### src/rtl/vga_pkg.sv
// Shared VGA timing constants and colour types for the bitmap overlay blocks.
// Window origins are derived from sync + back porch of each supported mode.
package vga_pkg;

  localparam int H_SYNC_640 = 96;
  localparam int H_BP_640   = 48;
  localparam int V_SYNC_640 = 2;
  localparam int V_BP_640   = 33;

  localparam int H_SYNC_800 = 128;
  localparam int H_BP_800   = 88;
  localparam int V_SYNC_800 = 4;
  localparam int V_BP_800   = 23;

  // c1/c2 value one before the first visible column/row of each mode
  localparam int X_START_640 = H_SYNC_640 + H_BP_640;
  localparam int Y_START_640 = V_SYNC_640 + V_BP_640;
  localparam int X_START_800 = H_SYNC_800 + H_BP_800;
  localparam int Y_START_800 = V_SYNC_800 + V_BP_800;

  typedef logic [2:0] rgb3_t;

  localparam rgb3_t RGB_BLACK = 3'b000;

  // Per-pixel tag travelling beside the ROM access
  typedef struct packed {
    logic       hit;
    logic [2:0] idx;
  } pix_tag_t;

endpackage

### src/rtl/vga_win_map.sv
// Window hit test and screen-to-bitmap coordinate mapping (purely combinational).
// All arithmetic is 12 bits wide so X_START + scaled width cannot wrap.
module vga_win_map
  import vga_pkg::*;
#(
  parameter int WIN_W      = 128,
  parameter int WIN_H      = 128,
  parameter int X_START    = X_START_800,
  parameter int Y_START    = Y_START_800,
  parameter int SCALE_LOG2 = 0,
  parameter int XW         = 7,
  parameter int YW         = 7
) (
  input  logic [10:0]   c1,
  input  logic [10:0]   c2,
  input  logic          en,
  output logic          hit,
  output logic [XW-1:0] x,
  output logic [YW-1:0] y
);

  localparam logic [11:0] X_LO = 12'(X_START);
  localparam logic [11:0] X_HI = 12'(X_START + (WIN_W << SCALE_LOG2));
  localparam logic [11:0] Y_LO = 12'(Y_START);
  localparam logic [11:0] Y_HI = 12'(Y_START + (WIN_H << SCALE_LOG2));

  logic [11:0] c1_w;
  logic [11:0] c2_w;
  logic [11:0] dx;
  logic [11:0] dy;

  always_comb begin
    c1_w = {1'b0, c1};
    c2_w = {1'b0, c2};
    dx   = c1_w - X_LO - 12'd1;
    dy   = c2_w - Y_LO - 12'd1;
    x    = XW'(dx >> SCALE_LOG2);
    y    = YW'(dy >> SCALE_LOG2);
    hit  = en && (c1_w > X_LO) && (c1_w <= X_HI) &&
           (c2_w > Y_LO) && (c2_w <= Y_HI);
  end

endmodule

### src/rtl/vga_bitmap_window.sv
// 1-bpp bitmap overlay: maps the sync counters into a scaled window, fetches the
// packed pixel byte from a synchronous ROM and colours it, 3 clk from c1/c2 to rgb.
module vga_bitmap_window
  import vga_pkg::*;
#(
  parameter int WIN_W      = 128,
  parameter int WIN_H      = 128,
  parameter int X_START    = 216,
  parameter int Y_START    = 27,
  parameter int SCALE_LOG2 = 0,
  parameter int ADDR_W     = 11
) (
  input  logic              clk,
  input  logic              rst_n,
  input  logic [10:0]       c1,
  input  logic [10:0]       c2,
  input  logic              enable,
  input  logic              invert,
  input  logic [2:0]        fg_rgb,
  input  logic [2:0]        bg_rgb,
  output logic [ADDR_W-1:0] rom_addr,
  input  logic [7:0]        rom_data,
  output logic [2:0]        rgb,
  output logic              pix_valid
);

  localparam int XW = $clog2(WIN_W);
  localparam int YW = (WIN_H > 1) ? $clog2(WIN_H) : 1;

  logic          en_f;
  logic          inv_f;
  logic          frame_start;

  logic          hit_map;
  logic [XW-1:0] x_map;
  logic [YW-1:0] y_map;

  logic          hit0;
  logic [XW-1:0] x0;
  logic [YW-1:0] y0;

  logic [ADDR_W-1:0] addr_next;
  pix_tag_t          tag1;
  pix_tag_t          tag2;

  assign frame_start = (c1 == 11'd0) && (c2 == 11'd0);

  // Display controls change only at frame start so a frame never tears
  always_ff @(posedge clk or negedge rst_n) begin
    if (!rst_n) begin
      en_f  <= 1'b0;
      inv_f <= 1'b0;
    end else if (frame_start) begin
      en_f  <= enable;
      inv_f <= invert;
    end
  end

  vga_win_map #(
    .WIN_W      (WIN_W),
    .WIN_H      (WIN_H),
    .X_START    (X_START),
    .Y_START    (Y_START),
    .SCALE_LOG2 (SCALE_LOG2),
    .XW         (XW),
    .YW         (YW)
  ) u_map (
    .c1  (c1),
    .c2  (c2),
    .en  (en_f),
    .hit (hit_map),
    .x   (x_map),
    .y   (y_map)
  );

  always_ff @(posedge clk or negedge rst_n) begin
    if (!rst_n) begin
      hit0 <= 1'b0;
      x0   <= '0;
      y0   <= '0;
    end else begin
      hit0 <= hit_map;
      x0   <= x_map;
      y0   <= y_map;
    end
  end

  // Row stride is WIN_W/8 bytes; a single-row bitmap has no row term at all
  always_comb begin
    addr_next = ADDR_W'(x0 >> 3);
    if (WIN_H > 1)
      addr_next = addr_next + (ADDR_W'(y0) << (XW - 3));
  end

  always_ff @(posedge clk or negedge rst_n) begin
    if (!rst_n) begin
      rom_addr <= '0;
      tag1     <= '0;
      tag2     <= '0;
    end else begin
      rom_addr <= addr_next;
      tag1.hit <= hit0;
      tag1.idx <= x0[2:0];
      tag2     <= tag1;
    end
  end

  // Output is combinational on registered tags so reset blanks it at once
  always_comb begin
    rgb       = RGB_BLACK;
    pix_valid = tag2.hit;
    if (tag2.hit)
      rgb = (rom_data[tag2.idx] ^ inv_f) ? fg_rgb : bg_rgb;
  end

endmodule

### config.mk
export PLATFORM = sky130hd
export DESIGN_NAME = vga_bitmap_window
export DESIGN_NICKNAME = d
export VERILOG_FILES = /design/src/rtl/vga_pkg.sv /design/src/rtl/vga_win_map.sv /design/src/rtl/vga_bitmap_window.sv
export SDC_FILE = /design/constraint.sdc
export NUM_CORES = 1
export LEC_CHECK = 0
export ABC_AREA = 1
export CAP_MARGIN = 15
export CORE_UTILIZATION = 40
export CTS_CLUSTER_DIAMETER = 50
export CTS_CLUSTER_SIZE = 10
export DETAILED_ROUTE_END_ITERATION = 10
export PLACE_DENSITY = 0.84
export SKIP_CTS_REPAIR_TIMING = 1
export SYNTH_ARGS = -nofsm -noshare
export SYNTH_HDL_FRONTEND = slang
export SYNTH_SLANG_ARGS = --single-unit
### constraint.sdc
create_clock -name clk -period 2 [get_ports clk]
set_input_delay 0.2 -clock clk [delete_from_list [all_inputs] [get_ports clk]]
set_output_delay 0.2 -clock clk [all_outputs]
set_load 0.01 [all_outputs]
==> impl_results.md, run 1 <==
* Final hold viol count at 0
* Kind of cell adding the most delay to the critical path: simple AND/OR/NAND/NOR gates
* Relative slew slack at 72.77%
* Net Sw Power at 346.0 uW
* Clock network power share at 25.8%
* Most common cell in the netlist: dfrtp_1
* Total grt overflow at 0
* Post-Place Worst Slack at -0.04090 ns
* Clock-pin slew on the worst setup and hold paths at 0.10 ns
* Post-Synthesis Cells at 140
* R2R depth at 3
* Port Buf Inserts at 54
* Syn nets at 185
* Final worst-path cycle share at 91.84%
* CP Capture Type: output port
* Sequential power share at 57.0%
* Initial Util at 42.89%
* Unrepaired setup endpoints after global routing: false
* Die Width at 62.52 microns
* Routed WL at 2465 microns
* Hold Path Class: in2async
* Largest net degree at the start of global routing at 37
* Root Driver: clkbuf_4
* DIE HEIGHT at 62.52 microns
* Min Hold Slack at 0.2515 ns
* CTS H-tree lvls at 2
* DR vias/cell at 4.305
* Syn Area/Cell at 10.47 sq um
* Max-Cap Viols at 0
* Post-layout util at 62.31%
* First-pass GRT wire length at 4091 microns
* CTS Buffer Depth at 2
* Maximum vdd drop at 0.3296 mV
* CP peak stage delay at 0.45 ns
* RD Place Congestion at 0.7552
* Worst path arrival time at 1.64 ns
* Sequential fraction of the synthesis area at 61.49%
* Post-DP HPWL at 1933 microns
* Top cells by count, synth: dfrtp_1 (36), nand2_1 (21), inv_1 (20)
* Main synth FF type: dfrtp_1
* Vias at 1072
* Worst endpoint required time at 1.80 ns
* P per Cell Area at 656.8 nW/um^2
* Fin crit period at 1.837 ns
* Fin. max-slew vios at 0
* Design area at 2128 sq um
* FFs w/ async S/R, synth at 100.0%
* Worst setup path end: rgb[2]
* 1st-pass router iterations at 4
* Slowest-stage cell, CP: dfrtp_2
* Number of global-route vias before repair at 1022
* Critical path, cell by cell: inv_2, nand2_1, nand3_1, nand3_2, nand2_2, nand2_2, nand3_1, nand2_1, nor2_1, dlymetal6s2s_1
* Total Neg Setup Slack at 0 ns
* Combinational Power Share at 17.2%
* Share of cells above drive strength 1 at 11.33%
* Post-layout net count at 247
* Ant. Diodes at 0
* Gr usage total at 13.86%
* Initial antenna violation count at 0
* Leak at 1.024 nW
* Placed Instances at 241
* Switching Share at 24.76%
* Crit-path max FO at 5
* Synth warn at 0
* Synth-to-layout area growth at 45.26%
* Critical path origin: tag2[0]
* Cell taking the most area after synthesis: dfrtp_1
* DRC violations left at 0
* Number of library cell types mapped by synthesis at 21
* Seq cells post-synth at 36
* IO Pins at 55
* Internal power at 1.052 mW
* Post-route total power at 1.398 mW
* TritonCTS clock tree: built
* Wire per inst at 9.900 microns
* CP Depth at 10
* Cell area after placement at 2071 sq um
* Dominant cells by area after synthesis: dfrtp_1 (61%), nand2_1 (5.4%), inv_1 (5.1%), ha_1 (4.3%), xor2_1 (4.2%)
* Crit Path Category: reg2out
* R2R Setup Slk at 1.17 ns
* Final worst setup slack at 0.1633 ns
* Post-synth EDFFs at 0
* Worst Setup Start Kind: flop
* Worst skew pair latency at 0.33 ns
* Worst Tran Pin Value at 0.4084 ns
* Skew final at 0.003313 ns
* FF-to-FF Start: en_f
* Final setup vio count at 0
* Row count at 21
* Fillers at 280
* Num Clock Sinks at 36
* Fmax at 0.5444 GHz
* Outcome: complete, no violations
* CP Buf/Inv Count at 2
* Core area at 3416 sq um
* CTS Buf Count at 5
* Non-filler cells, final at 249
* Initial DRC Count at 14
* Antenna Nets Post-Route at 0
* Mapped cell area at 1465 sq um
* Die area at 3909 sq um
* Reg2reg end: hit0
* Post-synth top area share at 61.49%
==> worst min path at each step <==
stage          startpoint           to  cells after the start
3_3_place_gp        y0[0]  rom_addr[4]                      0
5_1_grt             rst_n    pix_valid                      2
6_report            rst_n    pix_valid                      2
4_1_cts             rst_n    pix_valid                      2
3_5_place_dp        x0[4]  rom_addr[1]                      0
2_1_floorplan       rst_n         en_f                      0
==> routing by layer <==
layer | wire [microns] | global-route usage, % | vias to the layer above
met5 | 0 | 0 | -
met2 | 1193 | 22.96 | 47
met1 | 1067 | 15.76 | 458
met4 | 29 | 6.977 | 0
li1 | - | - | 562
met3 | 174 | 4.927 | 5
==> cell usage in the layout (no fill, tap or decap) <==
cell type / synthesis / layout
a21oi_1: 7 / 7
buf_4: 0 / 1
clkbuf_2: 0 / 1
clkbuf_4: 0 / 5
clkdlybuf4s50_1: 0 / 51
clkinv_2: 0 / 2
clkinv_4: 0 / 1
dfrtp_1: 36 / 35
dfrtp_2: 0 / 1
dlymetal6s2s_1: 0 / 2
ha_1: 5 / 5
inv_1: 20 / 20
inv_2: 1 / 1
nand2_1: 21 / 21
nand2_2: 4 / 4
nand3_1: 10 / 10
nand3_2: 5 / 5
nand4_1: 1 / 1
nor2_1: 13 / 13
nor3_2: 1 / 1
nor3b_1: 1 / 1
nor4_1: 1 / 1
o211ai_1: 1 / 1
o21ai_0: 1 / 1
o21ai_1: 2 / 2
or2_0: 1 / 1
or2_2: 1 / 1
xnor2_1: 1 / 1
xor2_1: 7 / 7
==> sequential cells by signal, indices dropped and copies added, names as in the netlist <==
| signal | count |
|---|---|
| inv_f | 1 |
| pix_valid | 1 |
| tag1 | 4 |
| tag2 | 3 |
| en_f | 1 |
| rom_addr | 11 |
| x0 | 7 |
| y0 | 7 |
| hit0 | 1 |
==> power groups by stage <==
stage	Sequential (mW)	Combinational, mW	Clock, mW
final	0.797	0.240	0.361
after global placement	0.809	0.238	0
after CTS	0.798	0.243	0.375
after detailed placement	0.813	0.241	0
after global routing	0.803	0.263	0.412
after floorplan	0.820	0.0802	0
==> area by class of cell <==
class / count / area, sq um / share of cell area [%]
repair buffers: 55 / 548.0 / 25.75
well taps: 46 / 57.56 / 2.704
clock buffers: 5 / 37.54 / 1.764
flip-flops and latches: 36 / 902.1 / 42.39
inverters: 21 / 78.83 / 3.704
multi-input cells: 83 / 485.5 / 22.81
clock inverters: 3 / 18.77 / 0.8818
==> logic make-up (layout without fill, tap and decap cells) <==
family,count (synthesis),in the layout,share of synthesized area (%)
DFF,36,36,61.49
xor gates and xnor gates,8,8,4.782
adders and majority gates,5,5,4.270
AOI/OAI and AO/OA,11,11,3.928
and+or+nand+nor,59,59,20.16
buffers and inverters,21,84,5.380
(Power assumes the default switching activity.)
==> run 2, diff against run 1 <==
Settings changed: SLEW_MARGIN set to 5.
==> results of run 2 <==
Same layout as run 1: the final DEF is identical, and so are final timing and power.
==> run 3, diff against run 2 <==
Settings changed: CORE_UTILIZATION 40 to 46, PLACE_DENSITY 0.84 to 0.93.
==> impl_results.md, run 3 (same netlist as run 1, synthesis figures left out) <==
* Outcome: complete, no violations (unchanged)
* Combinational Power Share at 15.9% (was 17.2%)
* CP Buf/Inv Count at 2 (unchanged)
* Max-Cap Viols at 0 (unchanged)
* 1st-pass router iterations at 4 (unchanged)
* P per Cell Area at 705.3 nW/um^2 (was 656.8 nW/um^2)
* Net Sw Power at 343.1 uW (was 346.0 uW)
* Worst Setup Start Kind: flop (unchanged)
* CTS Buf Count at 5 (unchanged)
* Skew final at 0.007012 ns (was 0.003313 ns)
* Wire per inst at 10.11 microns (was 9.900 microns)
* CTS Buffer Depth at 2 (unchanged)
* Post-layout net count at 247 (unchanged)
* Cell area after placement at 2068 sq um (was 2071 sq um)
* Fmax at 0.5546 GHz (was 0.5444 GHz)
* TritonCTS clock tree: built (unchanged)
* Num Clock Sinks at 36 (unchanged)
* Initial antenna violation count at 0 (unchanged)
* Worst Tran Pin Value at 0.4149 ns (was 0.4084 ns)
* Synth-to-layout area growth at 47.14% (was 45.26%)
* Number of global-route vias before repair at 1046 (was 1022)
* RD Place Congestion at 0.7852 (was 0.7552)
* Unrepaired setup endpoints after global routing: false (unchanged)
* Switching Share at 22.56% (was 24.76%)
* Crit Path Category: reg2out (unchanged)
* Internal power at 1.177 mW (was 1.052 mW)
* CP Capture Type: output port (unchanged)
* Relative slew slack at 72.34% (was 72.77%)
* DR vias/cell at 4.538 (was 4.305)
* Design area at 2156 sq um (was 2128 sq um)
* Die Width at 58.44 microns (was 62.52 microns)
* Routed WL at 2497 microns (was 2465 microns)
* Final worst-path cycle share at 90.15% (was 91.84%)
* Largest net degree at the start of global routing at 37 (unchanged)
* IO Pins at 55 (unchanged)
* Top reg by flops: rom_addr (unchanged)
* Final worst setup slack at 0.1970 ns (was 0.1633 ns)
* Initial Util at 48.39% (was 42.89%)
* Worst skew pair latency at 0.33 ns (about the same)
* Vias at 1121 (was 1072)
* First-pass GRT wire length at 4105 microns (was 4091 microns)
* FF-to-FF Start: en_f (unchanged)
* Gr usage total at 16.50% (was 13.86%)
* Hold Path Class: in2async (unchanged)
* Sequential power share at 52.4% (was 57.0%)
* R2R Setup Slk at 1.16 ns (was 1.17 ns)
* Initial DRC Count at 43 (was 14)
* DIE HEIGHT at 58.44 microns (was 62.52 microns)
* Critical path, cell by cell: inv_2, nand2_1, nand3_1, nand3_2, nand2_2, nand2_2, nand3_1, nand2_1, nor2_1, dlymetal6s2s_1 (unchanged)
* CP peak stage delay at 0.44 ns (was 0.45 ns)
* Post-DP HPWL at 1913 microns (was 1933 microns)
* Clock-pin slew on the worst setup and hold paths at 0.10 ns (about the same)
* Maximum vdd drop at 0.3712 mV (was 0.3296 mV)
* Post-Place Worst Slack at -0.01041 ns (was -0.04090 ns)
* Commonest cells after routing, fill and taps aside: clkdlybuf4s50_1 (51), dfrtp_1 (36), nand2_1 (21) (was clkdlybuf4s50_1 (51), dfrtp_1 (35), nand2_1 (21))
* Leak at 1.049 nW (was 1.024 nW)
* Worst endpoint required time at 1.80 ns (about the same)
* Port Buf Inserts at 54 (unchanged)
* Total grt overflow at 0 (unchanged)
* Die area at 3415 sq um (was 3909 sq um)
* Worst path arrival time at 1.60 ns (was 1.64 ns)
* Top Registers: rom_addr (11), x0 (7), y0 (7) (unchanged)
* Fin crit period at 1.803 ns (was 1.837 ns)
* Most common cell after layout, fill and taps aside: clkdlybuf4s50_1 (unchanged)
* Fin. max-slew vios at 0 (unchanged)
* Final hold viol count at 0 (unchanged)
* Core area at 3028 sq um (was 3416 sq um)
* Crit-path max FO at 5 (unchanged)
* Slowest-stage cell, CP: dfrtp_1 (was dfrtp_2)
* Largest register FFs at 11 (unchanged)
* DRC violations left at 0 (unchanged)
* Kind of cell adding the most delay to the critical path: simple AND/OR/NAND/NOR gates (unchanged)
* Share of cells above drive strength 1 at 10.34% (was 11.33%)
* CTS H-tree lvls at 2 (unchanged)
* Final setup vio count at 0 (unchanged)
* Row count at 20 (was 21)
* Root Driver: clkbuf_4 (unchanged)
* Antenna Nets Post-Route at 0 (unchanged)
* Ant. Diodes at 0 (unchanged)
* Clock network power share at 31.7% (was 25.8%)
* Reg2reg end: hit0 (unchanged)
* R2R depth at 3 (unchanged)
## run 3: how the worst max path moves through the flow
stage	start	endpoint	slack, ns	cells past startpoint
final	tag2[0]	rgb[0]	0.20	10
after floorplan	tag2[0]	rgb[0]	0.70	9
after CTS	tag2[0]	rgb[0]	-0.23	10
after global placement	rom_data[7]	rgb[1]	0.02	10
after global routing	tag2[0]	rgb[0]	0.002	10
after detailed placement	rom_data[7]	rgb[0]	-0.01	10
## run 3: area by class of cell
type | count | area (sq um)
multi-input combinational | 83 | 485.5
inverter | 21 | 78.83
clock buffer | 5 | 37.54
timing repair buffer | 55 | 555.5
fill | 207 | 872.1
clock inverter | 3 | 42.54
tap | 44 | 55.05
sequential | 36 | 900.9
## run 3: worst reg2reg max path, delay by kind of cell, from the launching register on
| family | cells | cell delay (ns) |
|---|---|---|
| flops | 1 | 0.37 |
| simple gates | 2 | 0.30 |
| compound gates | 1 | 0.12 |
## run 3: metrics by stage
step                setup TNS (ns)  utilization, %  std cells  hold WS (ns)  total power [mW]
detailed placement        -0.01959           68.31        239        0.3347             1.053
CTS                        -0.6516           70.95        247        0.2448             1.539
floorplan                        0               -        140      -0.09559            0.8998
global placement                 0           68.31        239        0.3317             1.046
finish                           0           71.20        247        0.2519             1.521
global route                     0           71.20        247        0.2783             1.605
## run 3: routing by layer
layer | up-vias | share of wire [%] | wire length (microns) | global-route usage [%]
met2 | 52 | 48 | 1205 | 27.75
met1 | 497 | 40 | 1005 | 17.90
met3 | 9 | 8.8 | 219 | 5.495
met4 | 0 | 2.7 | 68 | 10.54
met5 | - | 0 | 0 | 0
li1 | 563 | - | - | -
## run 3: power by group through the flow
stage | sequential [mW] | combinational, mW | clock, mW
finish | 0.797 | 0.241 | 0.482
global route | 0.802 | 0.267 | 0.537
CTS | 0.798 | 0.243 | 0.497
detailed placement | 0.813 | 0.241 | 0
global placement | 0.809 | 0.237 | 0
floorplan | 0.820 | 0.0802 | 0
